$ cat src/rtl/mips_multicycle_ctrl_pkg.sv
// Shared encodings for the MIPS multi-cycle control FSM: states, mux selects,
// ALU op codes, opcode/funct constants and trap causes.
package mips_multicycle_ctrl_pkg;

    localparam int unsigned STATE_W = 4;
    localparam int unsigned ALU_OP_W = 4;
    localparam int unsigned SEL_W = 2;
    localparam int unsigned OPC_W = 6;
    localparam int unsigned FUNCT_W = 6;

    typedef enum logic [STATE_W-1:0] {
        S_FETCH     = 4'd0,
        S_DECODE    = 4'd1,
        S_R_EXEC    = 4'd2,
        S_I_EXEC    = 4'd3,
        S_ALU_WB    = 4'd4,
        S_MEM_ADDR  = 4'd5,
        S_MEM_READ  = 4'd6,
        S_MEM_WB    = 4'd7,
        S_MEM_WRITE = 4'd8,
        S_BRANCH    = 4'd9,
        S_JUMP      = 4'd10,
        S_TRAP      = 4'd11
    } state_e;

    typedef enum logic [1:0] {
        CAUSE_NONE     = 2'd0,
        CAUSE_OVERFLOW = 2'd1,
        CAUSE_ILLEGAL  = 2'd2,
        CAUSE_BUS      = 2'd3
    } cause_e;

    // ALU op codes shared with the ALU
    localparam logic [ALU_OP_W-1:0] OP_ADD = 4'h0;
    localparam logic [ALU_OP_W-1:0] OP_SUB = 4'h1;
    localparam logic [ALU_OP_W-1:0] OP_AND = 4'h2;
    localparam logic [ALU_OP_W-1:0] OP_OR  = 4'h3;
    localparam logic [ALU_OP_W-1:0] OP_XOR = 4'h4;
    localparam logic [ALU_OP_W-1:0] OP_NOR = 4'h5;
    localparam logic [ALU_OP_W-1:0] OP_SLT = 4'h6;
    localparam logic [ALU_OP_W-1:0] OP_SLL = 4'h7;
    localparam logic [ALU_OP_W-1:0] OP_SRL = 4'h8;
    localparam logic [ALU_OP_W-1:0] OP_SRA = 4'h9;

    // ALU operand and PC source selects
    localparam logic [SEL_W-1:0] SRCA_PC     = 2'b00;
    localparam logic [SEL_W-1:0] SRCA_REG    = 2'b01;
    localparam logic [SEL_W-1:0] SRCA_SHAMT  = 2'b10;
    localparam logic [SEL_W-1:0] SRCB_REG    = 2'b00;
    localparam logic [SEL_W-1:0] SRCB_FOUR   = 2'b01;
    localparam logic [SEL_W-1:0] SRCB_IMM    = 2'b10;
    localparam logic [SEL_W-1:0] SRCB_BRANCH = 2'b11;
    localparam logic [SEL_W-1:0] PCSRC_ALU    = 2'b00;
    localparam logic [SEL_W-1:0] PCSRC_ALUOUT = 2'b01;
    localparam logic [SEL_W-1:0] PCSRC_JUMP   = 2'b10;
    localparam logic [SEL_W-1:0] PCSRC_EXC    = 2'b11;

    // Opcodes
    localparam logic [OPC_W-1:0] OPC_RTYPE = 6'h00;
    localparam logic [OPC_W-1:0] OPC_J     = 6'h02;
    localparam logic [OPC_W-1:0] OPC_BEQ   = 6'h04;
    localparam logic [OPC_W-1:0] OPC_BNE   = 6'h05;
    localparam logic [OPC_W-1:0] OPC_ADDI  = 6'h08;
    localparam logic [OPC_W-1:0] OPC_ANDI  = 6'h0C;
    localparam logic [OPC_W-1:0] OPC_ORI   = 6'h0D;
    localparam logic [OPC_W-1:0] OPC_LW    = 6'h23;
    localparam logic [OPC_W-1:0] OPC_SW    = 6'h2B;

    // R-type funct codes
    localparam logic [FUNCT_W-1:0] F_SLL = 6'h00;
    localparam logic [FUNCT_W-1:0] F_SRL = 6'h02;
    localparam logic [FUNCT_W-1:0] F_SRA = 6'h03;
    localparam logic [FUNCT_W-1:0] F_ADD = 6'h20;
    localparam logic [FUNCT_W-1:0] F_SUB = 6'h22;
    localparam logic [FUNCT_W-1:0] F_AND = 6'h24;
    localparam logic [FUNCT_W-1:0] F_OR  = 6'h25;
    localparam logic [FUNCT_W-1:0] F_XOR = 6'h26;
    localparam logic [FUNCT_W-1:0] F_NOR = 6'h27;
    localparam logic [FUNCT_W-1:0] F_SLT = 6'h2A;

    // Result of decoding an R-type funct field
    typedef struct packed {
        logic [ALU_OP_W-1:0] alu_op;
        logic                is_shift;
        logic                valid;
        logic                can_overflow;
    } funct_dec_t;

endpackage

$ cat src/rtl/mips_multicycle_ctrl_if.sv
// Control/datapath interface: controller drives selects and strobes, datapath
// returns instruction fields, ALU flags and the memory ready.
interface mips_multicycle_ctrl_if;
    import mips_multicycle_ctrl_pkg::*;

    logic [OPC_W-1:0]    opcode;
    logic [FUNCT_W-1:0]  funct;
    logic                alu_zero;
    logic                alu_equal;
    logic                alu_overflow;
    logic                mem_ready;
    logic [ALU_OP_W-1:0] alu_op;
    logic [SEL_W-1:0]    alu_src_a;
    logic [SEL_W-1:0]    alu_src_b;
    logic                imm_zext;
    logic                iord;
    logic                mem_read;
    logic                mem_write;
    logic                ir_write;
    logic                pc_write;
    logic [SEL_W-1:0]    pc_src;
    logic                reg_write;
    logic                reg_dst;
    logic                mem_to_reg;
    logic                epc_write;
    logic                exc_overflow;
    logic                exc_illegal;
    logic                exc_bus;
    logic [STATE_W-1:0]  state_dbg;

    modport master (
        input  opcode, funct, alu_zero, alu_equal, alu_overflow, mem_ready,
        output alu_op, alu_src_a, alu_src_b, imm_zext, iord, mem_read, mem_write,
               ir_write, pc_write, pc_src, reg_write, reg_dst, mem_to_reg,
               epc_write, exc_overflow, exc_illegal, exc_bus, state_dbg
    );

    modport slave (
        output opcode, funct, alu_zero, alu_equal, alu_overflow, mem_ready,
        input  alu_op, alu_src_a, alu_src_b, imm_zext, iord, mem_read, mem_write,
               ir_write, pc_write, pc_src, reg_write, reg_dst, mem_to_reg,
               epc_write, exc_overflow, exc_illegal, exc_bus, state_dbg
    );

endinterface

$ cat src/rtl/mips_multicycle_ctrl_alu_funct_decode.sv
// Combinational R-type funct decoder: ALU op, shift flag, legality, overflow-capable.
module alu_funct_decode
    import mips_multicycle_ctrl_pkg::*;
(
    input  logic [FUNCT_W-1:0] funct,
    output funct_dec_t         dec_c
);

    // Map funct to ALU op; unknown codes are flagged invalid
    always_comb begin
        dec_c = '0;
        dec_c.valid = 1'b1;
        case (funct)
            F_ADD: begin dec_c.alu_op = OP_ADD; dec_c.can_overflow = 1'b1; end
            F_SUB: begin dec_c.alu_op = OP_SUB; dec_c.can_overflow = 1'b1; end
            F_AND: dec_c.alu_op = OP_AND;
            F_OR:  dec_c.alu_op = OP_OR;
            F_XOR: dec_c.alu_op = OP_XOR;
            F_NOR: dec_c.alu_op = OP_NOR;
            F_SLT: dec_c.alu_op = OP_SLT;
            F_SLL: begin dec_c.alu_op = OP_SLL; dec_c.is_shift = 1'b1; end
            F_SRL: begin dec_c.alu_op = OP_SRL; dec_c.is_shift = 1'b1; end
            F_SRA: begin dec_c.alu_op = OP_SRA; dec_c.is_shift = 1'b1; end
            default: dec_c.valid = 1'b0;
        endcase
    end

endmodule

$ cat src/rtl/mips_multicycle_ctrl.sv
// Multi-cycle MIPS control FSM: sequences fetch/decode/execute/memory/writeback
// and raises overflow, illegal-instruction and bus-timeout traps.
module mips_multicycle_ctrl
    import mips_multicycle_ctrl_pkg::*;
#(
    parameter bit          TRAP_ON_OVERFLOW = 1'b1,
    parameter int unsigned MEM_TIMEOUT      = 0
)
(
    input  logic                  clk,
    input  logic                  rstb,
    mips_multicycle_ctrl_if.master bus
);

    localparam int unsigned CNT_W = (MEM_TIMEOUT > 2) ? $clog2(MEM_TIMEOUT) : 1;
    localparam logic [CNT_W-1:0] CNT_LAST = CNT_W'(MEM_TIMEOUT - 1);

    state_e           state, state_nxt;
    cause_e           cause, cause_nxt;
    logic [CNT_W-1:0] cnt, cnt_nxt;
    funct_dec_t       fdec_c;
    logic             waiting_c;
    logic             expire_c;
    logic             unused_flags;

    // Branches compare through SUB and alu_equal; the zero flag carries no extra info
    assign unused_flags = bus.alu_zero;

    alu_funct_decode u_funct_decode (
        .funct (bus.funct),
        .dec_c (fdec_c)
    );

    // Memory wait tracking; ready in the expiring cycle takes priority
    always_comb begin
        waiting_c = ((state == S_FETCH) || (state == S_MEM_READ) || (state == S_MEM_WRITE))
                    && !bus.mem_ready;
        expire_c  = (MEM_TIMEOUT != 0) && waiting_c && (cnt == CNT_LAST);
    end

    // Next-state, trap cause and timeout counter
    always_comb begin
        state_nxt = state;
        cause_nxt = cause;
        cnt_nxt   = '0;
        if ((MEM_TIMEOUT != 0) && waiting_c && !expire_c) begin
            cnt_nxt = cnt + CNT_W'(1);
        end
        case (state)
            S_FETCH: begin
                if (bus.mem_ready) begin
                    state_nxt = S_DECODE;
                end else if (expire_c) begin
                    state_nxt = S_TRAP;
                    cause_nxt = CAUSE_BUS;
                end
            end
            S_DECODE: begin
                case (bus.opcode)
                    OPC_RTYPE:                   state_nxt = S_R_EXEC;
                    OPC_LW, OPC_SW:              state_nxt = S_MEM_ADDR;
                    OPC_BEQ, OPC_BNE:            state_nxt = S_BRANCH;
                    OPC_J:                       state_nxt = S_JUMP;
                    OPC_ADDI, OPC_ANDI, OPC_ORI: state_nxt = S_I_EXEC;
                    default: begin
                        state_nxt = S_TRAP;
                        cause_nxt = CAUSE_ILLEGAL;
                    end
                endcase
            end
            S_R_EXEC: begin
                if (!fdec_c.valid) begin
                    state_nxt = S_TRAP;
                    cause_nxt = CAUSE_ILLEGAL;
                end else if (TRAP_ON_OVERFLOW && fdec_c.can_overflow && bus.alu_overflow) begin
                    state_nxt = S_TRAP;
                    cause_nxt = CAUSE_OVERFLOW;
                end else begin
                    state_nxt = S_ALU_WB;
                end
            end
            S_I_EXEC: begin
                if (TRAP_ON_OVERFLOW && (bus.opcode == OPC_ADDI) && bus.alu_overflow) begin
                    state_nxt = S_TRAP;
                    cause_nxt = CAUSE_OVERFLOW;
                end else begin
                    state_nxt = S_ALU_WB;
                end
            end
            S_MEM_ADDR: state_nxt = (bus.opcode == OPC_LW) ? S_MEM_READ : S_MEM_WRITE;
            S_MEM_READ: begin
                if (bus.mem_ready) begin
                    state_nxt = S_MEM_WB;
                end else if (expire_c) begin
                    state_nxt = S_TRAP;
                    cause_nxt = CAUSE_BUS;
                end
            end
            S_MEM_WRITE: begin
                if (bus.mem_ready) begin
                    state_nxt = S_FETCH;
                end else if (expire_c) begin
                    state_nxt = S_TRAP;
                    cause_nxt = CAUSE_BUS;
                end
            end
            default: state_nxt = S_FETCH;
        endcase
    end

    // State, cause and counter registers with synchronous active-low reset
    always_ff @(posedge clk) begin
        if (!rstb) begin
            state <= S_FETCH;
            cause <= CAUSE_NONE;
            cnt   <= '0;
        end else begin
            state <= state_nxt;
            cause <= cause_nxt;
            cnt   <= cnt_nxt;
        end
    end

    assign bus.state_dbg = state;

    // Datapath controls decoded from state, instruction fields and flags
    always_comb begin
        bus.alu_op       = OP_ADD;
        bus.alu_src_a    = SRCA_PC;
        bus.alu_src_b    = SRCB_REG;
        bus.imm_zext     = 1'b0;
        bus.iord         = 1'b0;
        bus.mem_read     = 1'b0;
        bus.mem_write    = 1'b0;
        bus.ir_write     = 1'b0;
        bus.pc_write     = 1'b0;
        bus.pc_src       = PCSRC_ALU;
        bus.reg_write    = 1'b0;
        bus.reg_dst      = 1'b0;
        bus.mem_to_reg   = 1'b0;
        bus.epc_write    = 1'b0;
        bus.exc_overflow = 1'b0;
        bus.exc_illegal  = 1'b0;
        bus.exc_bus      = 1'b0;
        case (state)
            S_FETCH: begin
                bus.mem_read  = 1'b1;
                bus.alu_src_b = SRCB_FOUR;
                if (bus.mem_ready) begin
                    bus.ir_write = 1'b1;
                    bus.pc_write = 1'b1;
                end
            end
            S_DECODE: bus.alu_src_b = SRCB_BRANCH;
            S_R_EXEC: begin
                bus.alu_op    = fdec_c.alu_op;
                bus.alu_src_a = fdec_c.is_shift ? SRCA_SHAMT : SRCA_REG;
            end
            S_I_EXEC: begin
                bus.alu_src_a = SRCA_REG;
                bus.alu_src_b = SRCB_IMM;
                if (bus.opcode == OPC_ANDI) begin
                    bus.alu_op   = OP_AND;
                    bus.imm_zext = 1'b1;
                end else if (bus.opcode == OPC_ORI) begin
                    bus.alu_op   = OP_OR;
                    bus.imm_zext = 1'b1;
                end
            end
            S_ALU_WB: begin
                bus.reg_write = 1'b1;
                bus.reg_dst   = (bus.opcode == OPC_RTYPE);
            end
            S_MEM_ADDR: begin
                bus.alu_src_a = SRCA_REG;
                bus.alu_src_b = SRCB_IMM;
            end
            S_MEM_READ: begin
                bus.mem_read = 1'b1;
                bus.iord     = 1'b1;
            end
            S_MEM_WB: begin
                bus.reg_write  = 1'b1;
                bus.mem_to_reg = 1'b1;
            end
            S_MEM_WRITE: begin
                bus.mem_write = 1'b1;
                bus.iord      = 1'b1;
            end
            S_BRANCH: begin
                bus.alu_src_a = SRCA_REG;
                bus.alu_op    = OP_SUB;
                bus.pc_src    = PCSRC_ALUOUT;
                bus.pc_write  = (bus.opcode == OPC_BEQ) ? bus.alu_equal : !bus.alu_equal;
            end
            S_JUMP: begin
                bus.pc_write = 1'b1;
                bus.pc_src   = PCSRC_JUMP;
            end
            S_TRAP: begin
                bus.epc_write    = 1'b1;
                bus.pc_write     = 1'b1;
                bus.pc_src       = PCSRC_EXC;
                bus.exc_overflow = (cause == CAUSE_OVERFLOW);
                bus.exc_illegal  = (cause == CAUSE_ILLEGAL);
                bus.exc_bus      = (cause == CAUSE_BUS);
            end
            default: ;
        endcase
    end

endmodule

$ cat src/flat_wrapper.sv
// flat-port wrapper written by rule: the top's interface ports become plain ports
module mips_multicycle_ctrl_flat import mips_multicycle_ctrl_pkg::*;
#(
    parameter bit          TRAP_ON_OVERFLOW = 1'b1,
    parameter int unsigned MEM_TIMEOUT      = 0
)
  (clk, rstb, bus_opcode, bus_funct, bus_alu_zero, bus_alu_equal, bus_alu_overflow, bus_mem_ready, bus_alu_op, bus_alu_src_a, bus_alu_src_b, bus_imm_zext, bus_iord, bus_mem_read, bus_mem_write, bus_ir_write, bus_pc_write, bus_pc_src, bus_reg_write, bus_reg_dst, bus_mem_to_reg, bus_epc_write, bus_exc_overflow, bus_exc_illegal, bus_exc_bus, bus_state_dbg);
  mips_multicycle_ctrl_if bus_i ();
  input  logic clk;
  input  logic rstb;
  input wire logic [$bits(bus_i.opcode)-1:0] bus_opcode;
  input wire logic [$bits(bus_i.funct)-1:0] bus_funct;
  input wire logic [$bits(bus_i.alu_zero)-1:0] bus_alu_zero;
  input wire logic [$bits(bus_i.alu_equal)-1:0] bus_alu_equal;
  input wire logic [$bits(bus_i.alu_overflow)-1:0] bus_alu_overflow;
  input wire logic [$bits(bus_i.mem_ready)-1:0] bus_mem_ready;
  output wire logic [$bits(bus_i.alu_op)-1:0] bus_alu_op;
  output wire logic [$bits(bus_i.alu_src_a)-1:0] bus_alu_src_a;
  output wire logic [$bits(bus_i.alu_src_b)-1:0] bus_alu_src_b;
  output wire logic [$bits(bus_i.imm_zext)-1:0] bus_imm_zext;
  output wire logic [$bits(bus_i.iord)-1:0] bus_iord;
  output wire logic [$bits(bus_i.mem_read)-1:0] bus_mem_read;
  output wire logic [$bits(bus_i.mem_write)-1:0] bus_mem_write;
  output wire logic [$bits(bus_i.ir_write)-1:0] bus_ir_write;
  output wire logic [$bits(bus_i.pc_write)-1:0] bus_pc_write;
  output wire logic [$bits(bus_i.pc_src)-1:0] bus_pc_src;
  output wire logic [$bits(bus_i.reg_write)-1:0] bus_reg_write;
  output wire logic [$bits(bus_i.reg_dst)-1:0] bus_reg_dst;
  output wire logic [$bits(bus_i.mem_to_reg)-1:0] bus_mem_to_reg;
  output wire logic [$bits(bus_i.epc_write)-1:0] bus_epc_write;
  output wire logic [$bits(bus_i.exc_overflow)-1:0] bus_exc_overflow;
  output wire logic [$bits(bus_i.exc_illegal)-1:0] bus_exc_illegal;
  output wire logic [$bits(bus_i.exc_bus)-1:0] bus_exc_bus;
  output wire logic [$bits(bus_i.state_dbg)-1:0] bus_state_dbg;
  assign bus_i.opcode = bus_opcode;
  assign bus_i.funct = bus_funct;
  assign bus_i.alu_zero = bus_alu_zero;
  assign bus_i.alu_equal = bus_alu_equal;
  assign bus_i.alu_overflow = bus_alu_overflow;
  assign bus_i.mem_ready = bus_mem_ready;
  assign bus_alu_op = bus_i.alu_op;
  assign bus_alu_src_a = bus_i.alu_src_a;
  assign bus_alu_src_b = bus_i.alu_src_b;
  assign bus_imm_zext = bus_i.imm_zext;
  assign bus_iord = bus_i.iord;
  assign bus_mem_read = bus_i.mem_read;
  assign bus_mem_write = bus_i.mem_write;
  assign bus_ir_write = bus_i.ir_write;
  assign bus_pc_write = bus_i.pc_write;
  assign bus_pc_src = bus_i.pc_src;
  assign bus_reg_write = bus_i.reg_write;
  assign bus_reg_dst = bus_i.reg_dst;
  assign bus_mem_to_reg = bus_i.mem_to_reg;
  assign bus_epc_write = bus_i.epc_write;
  assign bus_exc_overflow = bus_i.exc_overflow;
  assign bus_exc_illegal = bus_i.exc_illegal;
  assign bus_exc_bus = bus_i.exc_bus;
  assign bus_state_dbg = bus_i.state_dbg;
  mips_multicycle_ctrl #(.TRAP_ON_OVERFLOW(TRAP_ON_OVERFLOW), .MEM_TIMEOUT(MEM_TIMEOUT)) u_core (.clk(clk), .rstb(rstb), .bus(bus_i));
endmodule
$ cat config.mk
export PLATFORM = sky130hd
export DESIGN_NAME = mips_multicycle_ctrl_flat
export DESIGN_NICKNAME = d
export VERILOG_FILES = /design/src/rtl/mips_multicycle_ctrl_pkg.sv /design/src/rtl/mips_multicycle_ctrl_if.sv /design/src/rtl/mips_multicycle_ctrl_alu_funct_decode.sv /design/src/rtl/mips_multicycle_ctrl.sv /design/src/flat_wrapper.sv
export SDC_FILE = /design/constraint.sdc
export NUM_CORES = 1
export LEC_CHECK = 0
export ABC_AREA = 1
export BUFFER_PORTS_ARGS = -buffer_cell sky130_fd_sc_hd__buf_2
export CAP_MARGIN = 0
export CORE_UTILIZATION = 47
export CTS_BUF_LIST = sky130_fd_sc_hd__clkbuf_8
export CTS_CLUSTER_DIAMETER = 150
export DETAILED_ROUTE_END_ITERATION = 8
export PLACE_DENSITY_LB_ADDON = 0.2
export RECOVER_POWER = 100
export SLEW_MARGIN = 20
export SYNTH_ARGS = -nofsm -noshare
export SYNTH_HDL_FRONTEND = slang
export SYNTH_SLANG_ARGS = --single-unit
$ cat constraint.sdc
create_clock -name clk -period 1.75 [get_ports clk]
set_clock_uncertainty 0.05 [all_clocks]
set_input_delay 0.35 -clock clk [delete_from_list [all_inputs] [get_ports clk]]
set_output_delay 0.35 -clock clk [all_outputs]
set_load 0.02 [all_outputs]
==> out/metrics.yaml <==
worstHoldStart: "rstb"
maxSlewViolCount: 0
r2r_start: "u_core.bus.state_dbg[3]$_SDFFE_PN0P_"
power.density_nw_per_um2: 1190
instances_no_fill: 267
worstHoldPathCells: 3
portBuffers: 43
start_util_pct: 51.0
die_x_um: 45.5
dp_cells: 250
setup_slack_ps: -108
grt_setup_unrepaired: "true"
critPathMaxStageDelay_ps: 360
leakage_nw: 0.825
ant_nets: 0
htreeDepth: 1
reg2reg_depth: 9
die-area_um2: 2070
cap_violations: 0
routabilityCongestion: 0.923
synth-seq-area-share_pct: 13.5
viasPerCell: 5.90
syn_area_um2: 890
grt_usage_pct: 28.0
critPathMaxFanout: 6
core_area_um2: 1750
crit_path_start_kind: "register"
worstReg2RegEnd: "u_core.cause[1]$_SDFFE_PN0P_"
path_delay_family: "simple AND/OR/NAND/NOR gates"
critical_path_class: "register to primary output"
cts_tree: "built"
diodes: 0
required_ps: 1350
r2r_slack_ps: 150
cts_made_buffers: 3
hold_viol_final: 0
dpl.hpwl_mm: 2.16
fp.dieH_um: 45.5
antenna_found_initial: 0
crit_chain: "nor2_4 > nand2_2 > nor2_4 > o21ai_1 > o21ai_1 > buf_4"
p_total_mw: 1.87
path_clk_slew_ps: 40
yosysUniqueCellTypes: 26
period_minus_slack_ps: 1860
syn_to_final_growth_pct: 77.1
grt_start_max_net_pins: 8
drt_wl_total_mm: 4.22
critPathCaptureType: "primary output"
drc: 0
hold_class: "primary input to register"
utilization_pct: 90.3
ys_warn_count: 0
synthCells: 170
outcome: "complete, but fails checks"
setup_viol: 11
clock_latency_ps: 220
critPathArrivalTime_ps: 1460
wl_per_cell_um: 15.8
irDropWorstVdd_mv: 1.25
row_count: 15
syn-num-nets: 188
crit_buf_inv: 1
fmax_mhz: 538
nFillCells: 85
layout.nets: 262
clockRootBuffer: "clkbuf_8"
avgSynthCellArea_um2: 5.23
vias: 1576
tightest_slew_ps: 323
fin_crit_sh_pct: 106
slew_headroom_pct: 78.2
overflow: 0
clockBufferDepth: 2
min_to: "u_core.bus.state_dbg[2]$_SDFFE_PN0P_"
ioPinCount: 45
drive_gt1_share_pct: 53.3
clock-sinks: 6
grt_pass1_vias: 1110
grt_first_pass_wirelength_mm: 4.35
violations: "setup timing"
slowest_stage: "dfxtp_4"
synth-seq-cells: 6
first_pass_iters: 5
first_iter_violations: 142
[what timing repair did]
action	in CTS	in global routing
hold buffers	0	0
hold endpoints to repair	0	0
resized for setup	16	49
buffers inserted	4	10
setup endpoints to repair	9	14
pin swaps	3	15
[area by class of cell]
type	instances	area, µm²	share of cell area (%)
clock buffers	3	41.3	2.62
inverters	39	149	9.45
multi-input cells	125	747	47.4
flip-flops and latches	6	135	8.58
well taps	25	31.3	1.99
repair buffers	69	472	29.9
[cells in the final DEF (no fill, tap or decap), drive strengths merged]
cell and count:
nand2 23, or2 1, o221ai 1, nand4 4, o211ai 1, nor2 46, a21oi 6, dfxtp 6
a221oi 1, inv 39, nand3 19, o22ai 1, clkbuf 6, nor3 7, a31oi 2, o21ai 11
o21a 1, o21bai 1, buf 66
[per-stage QoR]
| step | TNS, ps | hold slack (ps) | setup slack (ps) | cell area, µm² |
|---|---|---|---|---|
| after floorplan | -91.7 | 398 | -30.6 | 916 |
| after global placement | 0 | 439 | 23.8 | 1250 |
| after detailed placement | -38.3 | 448 | -38.3 | 1250 |
| after CTS | 0 | 314 | 0.476 | 1380 |
| after global routing | -836 | 352 | -119 | 1580 |
| final | -524 | 342 | -108 | 1580 |
[synthesized netlist by cell type, drive strengths merged]
master | number | area share, %
o211ai | 1 | 0.84
nand4 | 4 | 3.5
or2 | 1 | 0.70
dfxtp | 6 | 14
o22ai | 1 | 0.70
a31oi | 2 | 1.4
nand2 | 23 | 10
nor3 | 7 | 4.5
nand3 | 19 | 11
o221ai | 1 | 0.98
o21a | 1 | 0.84
o21ai | 11 | 6.2
a221oi | 1 | 0.98
nor2 | 46 | 23
o21bai | 1 | 0.84
a21oi | 6 | 4.2
inv | 39 | 16
[metal layers]
metal	GRT usage, %	wire length (µm)	vias to the layer above	share of wire [%]
met4	7.88	182	0	4.3
met3	2.78	485	30	11
li1	-	-	693	-
met2	49.7	2050	164	49
met5	0	0	-	0
met1	35.4	1500	689	36
[logic make-up after synthesis]
logic type,share of synthesized area (%)
buf+inv,16.5
flops,13.5
compound gates,17.0
simple gates,53.0
[where the power goes]
group | internal (mW) | switching, mW
clock network | 0.148 | 0.0602
logic | 0.498 | 0.873
registers | 0.199 | 0.0951
[registers in the layout (all words and copies together), names as in the netlist]
name,count
u_core.cause,2
u_core.bus.state_dbg,4
[worst register-to-register path, stage by stage, from the launching register on]
cell and delay [ps]:
dfxtp_4 360, nor2_4 160, nand2_2 100, nor2_4 190, buf_4 150, nand4_2 120, nand2_1 130, nand2_1 110
nand2_1 90, a21oi_2 30
[worst max-delay path by stage]
stage	start	end	slack [ps]	cells past startpoint
floorplan	u_core.bus.state_dbg[3]$_SDFFE_PN0P_	bus_exc_bus	-30	6
global placement	bus_opcode[0]	bus_pc_write	20	9
detailed placement	bus_opcode[0]	bus_pc_write	-40	9
finish	u_core.bus.state_dbg[3]$_SDFFE_PN0P_	bus_alu_op[1]	-110	6
CTS	u_core.bus.state_dbg[2]$_SDFFE_PN0P_	bus_alu_op[0]	0.5	8
global route	u_core.bus.state_dbg[3]$_SDFFE_PN0P_	bus_alu_op[1]	-120	6
(Power assumes the default switching activity.)
